### config.mk
export PLATFORM = sky130hd
export DESIGN_NAME = muldiv_ctrl_flat
export DESIGN_NICKNAME = d
export VERILOG_FILES = /design/src/rtl/muldiv_ctrl_if.sv /design/src/rtl/muldiv_ctrl.sv /design/src/flat_wrapper.sv
export SDC_FILE = /design/constraint.sdc
export NUM_CORES = 1
export LEC_CHECK = 0
export CORE_MARGIN = 4
export CORE_UTILIZATION = 48
export DETAILED_ROUTE_END_ITERATION = 12
export GPL_ROUTABILITY_DRIVEN = 0
export PLACE_DENSITY = 0.82
export SKIP_LAST_GASP = 1
export SLEW_MARGIN = 25
export SYNTH_ARGS = -nofsm -noshare
export SYNTH_HDL_FRONTEND = slang
export SYNTH_SLANG_ARGS = --single-unit
### constraint.sdc
create_clock -name clk_i -period 4.3 [get_ports clk_i]
set_clock_uncertainty 0.15 [all_clocks]
set_input_delay 0.43 -clock clk_i [delete_from_list [all_inputs] [get_ports clk_i]]
set_output_delay 0.43 -clock clk_i [all_outputs]
set_load 0.02 [all_outputs]
### src/rtl/muldiv_ctrl_if.sv
// rtl/muldiv_ctrl_if.sv - request/ready link between muldiv_ctrl and the shared unsigned mul/div units
//
// Ports (signals):
//   mul_req_o, div_req_o   controller -> unit  level request, held until matching ready
//   a_o, b_o               controller -> unit  unsigned operands, stable while requesting
//   mul_ready_i            unit -> controller  one-cycle product valid
//   mul_result_i           unit -> controller  2*XLEN unsigned product
//   div_ready_i            unit -> controller  one-cycle quotient/remainder valid
//   div_result_i           unit -> controller  {remainder, quotient}, each XLEN wide
// Modports: master (controller side), slave (unit side).

interface muldiv_ctrl_if #(
  parameter int XLEN = 32
);

  logic                mul_req_o;
  logic                div_req_o;
  logic [XLEN-1:0]     a_o;
  logic [XLEN-1:0]     b_o;
  logic                mul_ready_i;
  logic [2*XLEN-1:0]   mul_result_i;
  logic                div_ready_i;
  logic [2*XLEN-1:0]   div_result_i;

  modport master (
    output mul_req_o, div_req_o, a_o, b_o,
    input  mul_ready_i, mul_result_i, div_ready_i, div_result_i
  );

  modport slave (
    input  mul_req_o, div_req_o, a_o, b_o,
    output mul_ready_i, mul_result_i, div_ready_i, div_result_i
  );

endinterface

### src/rtl/muldiv_ctrl.sv
// rtl/muldiv_ctrl.sv - RV32M sequencer between execute stage and shared multi-cycle mul/div units
//
// Ports:
//   clk_i, rst_i        clock, synchronous active-high reset
//   start_i             M-type op valid from execute
//   funct3_i            0 MUL 1 MULH 2 MULHSU 3 MULHU 4 DIV 5 DIVU 6 REM 7 REMU
//   op1_i, op2_i        rs1 / rs2 values
//   flush_i             abort the current op
//   stall_o             hold the pipeline
//   done_o              one-cycle pulse, result_o valid
//   result_o            rd write data, held until the next done
//   unit_if (master)    request/ready link to the unsigned mul/div units

module muldiv_ctrl #(
  parameter int XLEN = 32
) (
  input  logic            clk_i,
  input  logic            rst_i,
  input  logic            start_i,
  input  logic [2:0]      funct3_i,
  input  logic [XLEN-1:0] op1_i,
  input  logic [XLEN-1:0] op2_i,
  input  logic            flush_i,
  output logic            stall_o,
  output logic            done_o,
  output logic [XLEN-1:0] result_o,
  muldiv_ctrl_if.master   unit_if
);

  localparam logic [2:0] F3_MUL    = 3'd0;
  localparam logic [2:0] F3_MULH   = 3'd1;
  localparam logic [2:0] F3_MULHSU = 3'd2;
  localparam logic [2:0] F3_DIV    = 3'd4;
  localparam logic [2:0] F3_DIVU   = 3'd5;
  localparam logic [2:0] F3_REM    = 3'd6;

  localparam logic [XLEN-1:0] INT_MIN = {1'b1, {(XLEN-1){1'b0}}};

  typedef enum logic [2:0] {
    IDLE,
    MUL_BUSY,
    DIV_BUSY,
    DONE,
    DRAIN
  } state_e;

  state_e            state_q, state_d;
  logic [2:0]        funct3_q, funct3_d;
  logic              neg_a_q, neg_a_d;
  logic              neg_b_q, neg_b_d;
  logic [XLEN-1:0]   a_q, a_d;
  logic [XLEN-1:0]   b_q, b_d;
  logic [XLEN-1:0]   result_q, result_d;

  // Operand pre-conditioning, evaluated on the incoming op
  logic              abs_a, abs_b;
  logic [XLEN-1:0]   a_cond, b_cond;
  logic              div_by_zero, div_overflow;

  // Result sign correction, evaluated on the captured unit output
  logic              mul_neg;
  logic [2*XLEN-1:0] prod_fix;
  logic [XLEN-1:0]   mul_res;
  logic [XLEN-1:0]   quot, rem;
  logic [XLEN-1:0]   div_res;

  logic              stall_c, done_c, mul_req_c, div_req_c;

  always_comb begin
    abs_a = (funct3_i == F3_MULH) || (funct3_i == F3_MULHSU) ||
            (funct3_i == F3_DIV)  || (funct3_i == F3_REM);
    abs_b = (funct3_i == F3_MULH) || (funct3_i == F3_DIV) || (funct3_i == F3_REM);
    a_cond = (abs_a && op1_i[XLEN-1]) ? -op1_i : op1_i;
    b_cond = (abs_b && op2_i[XLEN-1]) ? -op2_i : op2_i;
    div_by_zero  = funct3_i[2] && (op2_i == '0);
    // Only DIV and REM are signed divides (funct3 bit 0 clear)
    div_overflow = funct3_i[2] && !funct3_i[0] &&
                   (op1_i == INT_MIN) && (op2_i == '1);
  end

  always_comb begin
    mul_neg = 1'b0;
    if (funct3_q == F3_MULH)   mul_neg = neg_a_q ^ neg_b_q;
    if (funct3_q == F3_MULHSU) mul_neg = neg_a_q;
    // Negating the full 2*XLEN product keeps the high half correct for signed results
    prod_fix = mul_neg ? -unit_if.mul_result_i : unit_if.mul_result_i;
    mul_res  = (funct3_q == F3_MUL) ? unit_if.mul_result_i[XLEN-1:0]
                                    : prod_fix[2*XLEN-1:XLEN];

    quot = unit_if.div_result_i[XLEN-1:0];
    rem  = unit_if.div_result_i[2*XLEN-1:XLEN];
    case (funct3_q)
      F3_DIV:  div_res = (neg_a_q ^ neg_b_q) ? -quot : quot;
      F3_DIVU: div_res = quot;
      F3_REM:  div_res = neg_a_q ? -rem : rem;
      default: div_res = rem;
    endcase
  end

  always_comb begin
    state_d   = state_q;
    funct3_d  = funct3_q;
    neg_a_d   = neg_a_q;
    neg_b_d   = neg_b_q;
    a_d       = a_q;
    b_d       = b_q;
    result_d  = result_q;
    stall_c   = 1'b0;
    done_c    = 1'b0;
    mul_req_c = 1'b0;
    div_req_c = 1'b0;

    case (state_q)
      IDLE: begin
        if (start_i && !flush_i) begin
          stall_c  = 1'b1;
          funct3_d = funct3_i;
          neg_a_d  = op1_i[XLEN-1];
          neg_b_d  = op2_i[XLEN-1];
          a_d      = a_cond;
          b_d      = b_cond;
          if (div_by_zero) begin
            result_d = funct3_i[1] ? op1_i : '1;
            state_d  = DONE;
          end else if (div_overflow) begin
            result_d = funct3_i[1] ? '0 : INT_MIN;
            state_d  = DONE;
          end else begin
            state_d  = funct3_i[2] ? DIV_BUSY : MUL_BUSY;
          end
        end
      end

      MUL_BUSY: begin
        stall_c   = 1'b1;
        mul_req_c = 1'b1;
        // A ready arriving with the flush already completes the unit, so no drain is needed
        if (unit_if.mul_ready_i) begin
          if (flush_i) begin
            state_d = IDLE;
          end else begin
            result_d = mul_res;
            state_d  = DONE;
          end
        end else if (flush_i) begin
          state_d = DRAIN;
        end
      end

      DIV_BUSY: begin
        stall_c   = 1'b1;
        div_req_c = 1'b1;
        if (unit_if.div_ready_i) begin
          if (flush_i) begin
            state_d = IDLE;
          end else begin
            result_d = div_res;
            state_d  = DONE;
          end
        end else if (flush_i) begin
          state_d = DRAIN;
        end
      end

      DONE: begin
        done_c  = !flush_i;
        state_d = IDLE;
      end

      DRAIN: begin
        // Keep the request up so the unit finishes cleanly; its result is dropped
        stall_c = 1'b1;
        if (funct3_q[2]) begin
          div_req_c = 1'b1;
          if (unit_if.div_ready_i) state_d = IDLE;
        end else begin
          mul_req_c = 1'b1;
          if (unit_if.mul_ready_i) state_d = IDLE;
        end
      end

      default: state_d = IDLE;
    endcase
  end

  always_ff @(posedge clk_i) begin
    if (rst_i) begin
      state_q  <= IDLE;
      funct3_q <= '0;
      neg_a_q  <= 1'b0;
      neg_b_q  <= 1'b0;
      a_q      <= '0;
      b_q      <= '0;
      result_q <= '0;
    end else begin
      state_q  <= state_d;
      funct3_q <= funct3_d;
      neg_a_q  <= neg_a_d;
      neg_b_q  <= neg_b_d;
      a_q      <= a_d;
      b_q      <= b_d;
      result_q <= result_d;
    end
  end

  assign stall_o           = stall_c;
  assign done_o            = done_c;
  assign result_o          = result_q;
  assign unit_if.mul_req_o = mul_req_c;
  assign unit_if.div_req_o = div_req_c;
  assign unit_if.a_o       = a_q;
  assign unit_if.b_o       = b_q;

endmodule

### src/flat_wrapper.sv
// flat-port wrapper written by rule: the top's interface ports become plain ports
module muldiv_ctrl_flat 
#(
  parameter int XLEN = 32
)
  (clk_i, rst_i, start_i, funct3_i, op1_i, op2_i, flush_i, stall_o, done_o, result_o, unit_if_mul_req_o, unit_if_div_req_o, unit_if_a_o, unit_if_b_o, unit_if_mul_ready_i, unit_if_mul_result_i, unit_if_div_ready_i, unit_if_div_result_i);
  muldiv_ctrl_if #(.XLEN(XLEN)) unit_if_i ();
  input  logic clk_i;
  input  logic rst_i;
  input  logic start_i;
  input  logic [2:0] funct3_i;
  input  logic [XLEN-1:0] op1_i;
  input  logic [XLEN-1:0] op2_i;
  input  logic flush_i;
  output logic stall_o;
  output logic done_o;
  output logic [XLEN-1:0] result_o;
  output wire logic [$bits(unit_if_i.mul_req_o)-1:0] unit_if_mul_req_o;
  output wire logic [$bits(unit_if_i.div_req_o)-1:0] unit_if_div_req_o;
  output wire logic [$bits(unit_if_i.a_o)-1:0] unit_if_a_o;
  output wire logic [$bits(unit_if_i.b_o)-1:0] unit_if_b_o;
  input wire logic [$bits(unit_if_i.mul_ready_i)-1:0] unit_if_mul_ready_i;
  input wire logic [$bits(unit_if_i.mul_result_i)-1:0] unit_if_mul_result_i;
  input wire logic [$bits(unit_if_i.div_ready_i)-1:0] unit_if_div_ready_i;
  input wire logic [$bits(unit_if_i.div_result_i)-1:0] unit_if_div_result_i;
  assign unit_if_mul_req_o = unit_if_i.mul_req_o;
  assign unit_if_div_req_o = unit_if_i.div_req_o;
  assign unit_if_a_o = unit_if_i.a_o;
  assign unit_if_b_o = unit_if_i.b_o;
  assign unit_if_i.mul_ready_i = unit_if_mul_ready_i;
  assign unit_if_i.mul_result_i = unit_if_mul_result_i;
  assign unit_if_i.div_ready_i = unit_if_div_ready_i;
  assign unit_if_i.div_result_i = unit_if_div_result_i;
  muldiv_ctrl #(.XLEN(XLEN)) u_core (.clk_i(clk_i), .rst_i(rst_i), .start_i(start_i), .funct3_i(funct3_i), .op1_i(op1_i), .op2_i(op2_i), .flush_i(flush_i), .stall_o(stall_o), .done_o(done_o), .result_o(result_o), .unit_if(unit_if_i));
endmodule
==> results.sh <==
export IMPL_holdBufCountCts=0
export IMPL_clockRootBuffer="clkbuf_16"
export IMPL_clk_latency_ps=350
export IMPL_worst_setup_path_type="primary input to flip-flop"
export IMPL_cts_max_level=3
export IMPL_slew_viol_final=0
export IMPL_crit_family="simple AND/OR/NAND/NOR gates"
export IMPL_yosys_warnings=0
export IMPL_overflow=0
export IMPL_cts_setup_buffers=0
export IMPL_clockBufferDepth=2
export IMPL_numCtsBuffers=9
export IMPL_power_switching_mw=1.16
export IMPL_layout_min_cycle_time_ps=3810
export IMPL_crit_path_cell_trace="clkdlybuf4s50_1 > inv_1 > ha_1 > or3b_2 > or4_1 > or4_1 > o32a_1 > o21ai_4 > buf_12 > nor2_1 > a311oi_1"
export IMPL_path_common_cell="or4_1"
export IMPL_portBuffers=300
export IMPL_slew_headroom_pct=35.4
export IMPL_p_int_mw=2.00
export IMPL_cap_viol_max_count=0
export IMPL_die_w_um=149
export IMPL_p_leak_nw=4.26
export IMPL_seq_area_frac_synth_pct=21.9
export IMPL_grt_max_degree=73
export IMPL_tns_ps=0
export IMPL_die_h_um=149
export IMPL_drt_wl_total_um=41200
export IMPL_ir_drop_v=0.000157
export IMPL_nets=1787
export IMPL_wire_per_inst_um=22.3
export IMPL_drt_iter0_drc=1811
export IMPL_num_antenna_cells=0
export IMPL_path_clk_slew_ps=80
export IMPL_yosys_top_cells_area="dfxtp_1, nor2_1, xor2_1"
export IMPL_rsz0062_at_grt="false"
export IMPL_sw_frac_of_total_pct=36.7
export IMPL_min_from="u_core.unit_if.b_o[18]"
export IMPL_drive_gt1_share_pct=6.37
export IMPL_rows=51
export IMPL_crit_required_ps=4420
export IMPL_post_cts_resize_count=0
export IMPL_synth_cells=1326
export IMPL_layout_cells_non_filler=1851
export IMPL_initial_core_util_pct=48.9
export IMPL_setup_viol=0
export IMPL_r2r_slack_ps=1160
export IMPL_synth_edf_count=0
export IMPL_place_hpwl_um=32400
export IMPL_pre_cts_slack_ps=156
export IMPL_track_usage_pct=35.5
export IMPL_r2r_end="u_core.result_o[13]"
export IMPL_vias=12200
export IMPL_end_kind="flip-flop"
export IMPL_die_area_um2=22200
export IMPL_io_pins=301
export IMPL_final_util_pct=67.3
export IMPL_netlist_area_um2=9520
export IMPL_seqPwrFrac_pct=34.7
export IMPL_worstHoldEndpoint="u_core.unit_if.b_o[18]"
export IMPL_clockPowerShare_pct=26.1
export IMPL_hold_class="flip-flop to flip-flop"
export IMPL_drc_errors=0
export IMPL_ant_nets=0
export IMPL_hold_viol=0
export IMPL_syn_num_nets=1532
export IMPL_grt_pass1_vias=11100
export IMPL_arrival_ps=3930
export IMPL_grt_pass1_wl_um=62900
export IMPL_synth_avg_cell_area_um2=7.18
export IMPL_status="finished, final reports clean"
export IMPL_synth_largest_area_cell="dfxtp_1"
export IMPL_cts_sinks=104
export IMPL_vias_per_cell=6.61
export IMPL_synth_async_reset_ratio_pct=0
export IMPL_n_fill_cell=1675
export IMPL_fin_crit_sh_pct=88.7
export IMPL_max_freq_mhz=262
export IMPL_core_area_um2=19500
export IMPL_whs_path_depth=2
export IMPL_critPathMaxStageDelay_ps=580
export IMPL_synth_top_area_share_pct=21.9
export IMPL_reg2reg_from="u_core.neg_a_q"
export IMPL_power_density_nw_per_um2=241
export IMPL_hold_ws_ps=306
export IMPL_antenna_found_initial=0
export IMPL_areaGrowthSynthToFinish_pct=37.5
export IMPL_cp_num_buf_inv=3
export IMPL_ys_ff_latch=104
export IMPL_dpl_cell_count=1835
export IMPL_ys_types=79
export IMPL_r2r_cells=7
export IMPL_yosys_most_used_dff="dfxtp_1"
export IMPL_crit_fanout=38
export IMPL_crit_path_top_delay_cell="or4_1"
export IMPL_worst_slack_ps=486
export IMPL_worstMarginPinSlew_ps=965
export IMPL_comb_power_share_pct=39.2
export IMPL_drt_pass1_iter_count=6
export IMPL_tritoncts="yes"
export IMPL_cp_start_kind="primary input"
-- synthesized netlist by cell type (19+ instances only) --
library cell / instances
a211oi_1: 68
xor2_1: 64
or3_1: 31
a21oi_1: 71
a31oi_1: 19
nand2_1: 103
nor2_1: 193
o21ai_0: 73
clkbuf_1: 85
nor4_1: 39
nand2b_1: 20
inv_1: 27
xnor2_1: 41
a311oi_2: 20
dfxtp_1: 104
nand3_1: 32
nor3_1: 46
or4_1: 20
o31ai_1: 19
-- worst reg2reg max path, delay by kind of cell, from the launching register on --
family          cells  cell delay [ps]
compound gates      4             1470
simple gates        1              560
flops               1              390
buf+inv             1              280
xor+xnor            1              160
-- cells in the final DEF (no fill, tap or decap), types with 9 or more instances in the layout --
master / synthesis / layout
a211oi_1: 68 / 68
a21oi_1: 71 / 71
a221oi_1: 12 / 12
a22oi_1: 11 / 11
a311oi_1: 11 / 11
a311oi_2: 20 / 20
a31oi_1: 19 / 19
buf_4: 4 / 38
clkbuf_16: 0 / 9
clkdlybuf4s50_1: 0 / 299
dfxtp_1: 104 / 104
inv_1: 27 / 27
mux2i_1: 16 / 16
nand2_1: 103 / 103
nand2b_1: 20 / 20
nand3_1: 32 / 32
nand4_1: 16 / 16
nor2_1: 193 / 192
nor3_1: 46 / 45
nor4_1: 39 / 39
o211ai_1: 16 / 16
o21ai_0: 73 / 73
o31ai_1: 19 / 19
o41ai_1: 14 / 14
or3_1: 31 / 31
or4_1: 20 / 20
xnor2_1: 41 / 41
xor2_1: 64 / 64
-- worst max path at each step --
stage	startpoint	end	slack, ps	cells after the start
after floorplan	op2_i[0]	u_core.result_o[14]	1040	11
after global placement	op2_i[0]	u_core.result_o[10]	240	11
after detailed placement	op2_i[0]	u_core.result_o[10]	160	11
after CTS	op2_i[1]	u_core.result_o[10]	530	11
after global routing	op2_i[1]	u_core.result_o[0]	360	11
final	op2_i[1]	u_core.result_o[31]	490	11
-- final cells by class --
type	instances	area (µm²)	area share [%]
clock buffers	11	243	1.85
clock inverters	5	46.3	0.354
inverters	29	109	0.832
multi-input cells	1098	6960	53.2
flip-flops and latches	104	2080	15.9
well taps	265	332	2.53
repair buffers	339	3320	25.4
-- cells by family after synthesis --
kind of cell	Yosys count	synth area share [%]
xor gates and xnor gates	105	9.66
DFF	104	21.9
AOI/OAI and AO/OA	408	31.1
and+or+nand+nor	561	29.4
buffers and inverters	124	5.30
muxes	19	2.04
adders and majority gates	5	0.657
-- power groups by stage --
stage	clock [mW]	combinational (mW)	sequential [mW]
4_1_cts	0.826	1.20	1.09
3_3_place_gp	0	1.18	1.11
3_5_place_dp	0	1.19	1.12
5_1_grt	0.865	1.30	1.10
6_report	0.824	1.24	1.10
2_1_floorplan	0	0.522	1.18
-- flip-flops by register name, indices dropped and copies added, names as in the netlist --
signal / flops
u_core.state_q: 3
u_core.result_o: 32
u_core.funct3_q: 3
u_core.neg_a_q: 1
u_core.neg_b_q: 1
u_core.unit_if.a_o: 32
u_core.unit_if.b_o: 32
-- routing by layer --
metal / wire, µm / vias to the layer above / GRT usage [%] / share of wire (%)
li1: - / 5515 / - / -
met1: 15400 / 5557 / 46.0 / 37
met2: 17600 / 940 / 54.8 / 43
met3: 5430 / 220 / 9.27 / 13
met4: 2730 / 0 / 17.6 / 6.6
met5: 0 / - / 0 / 0
-- per-stage QoR --
step           cell area [µm²]  total power, mW
3_5_place_dp             12800             2.31
5_1_grt                  13100             3.27
3_3_place_gp             12800             2.29
2_1_floorplan             9520             1.70
4_1_cts                  13100             3.12
6_report                 13100             3.16
No activity file was read; power rests on OpenSTA's default activity.
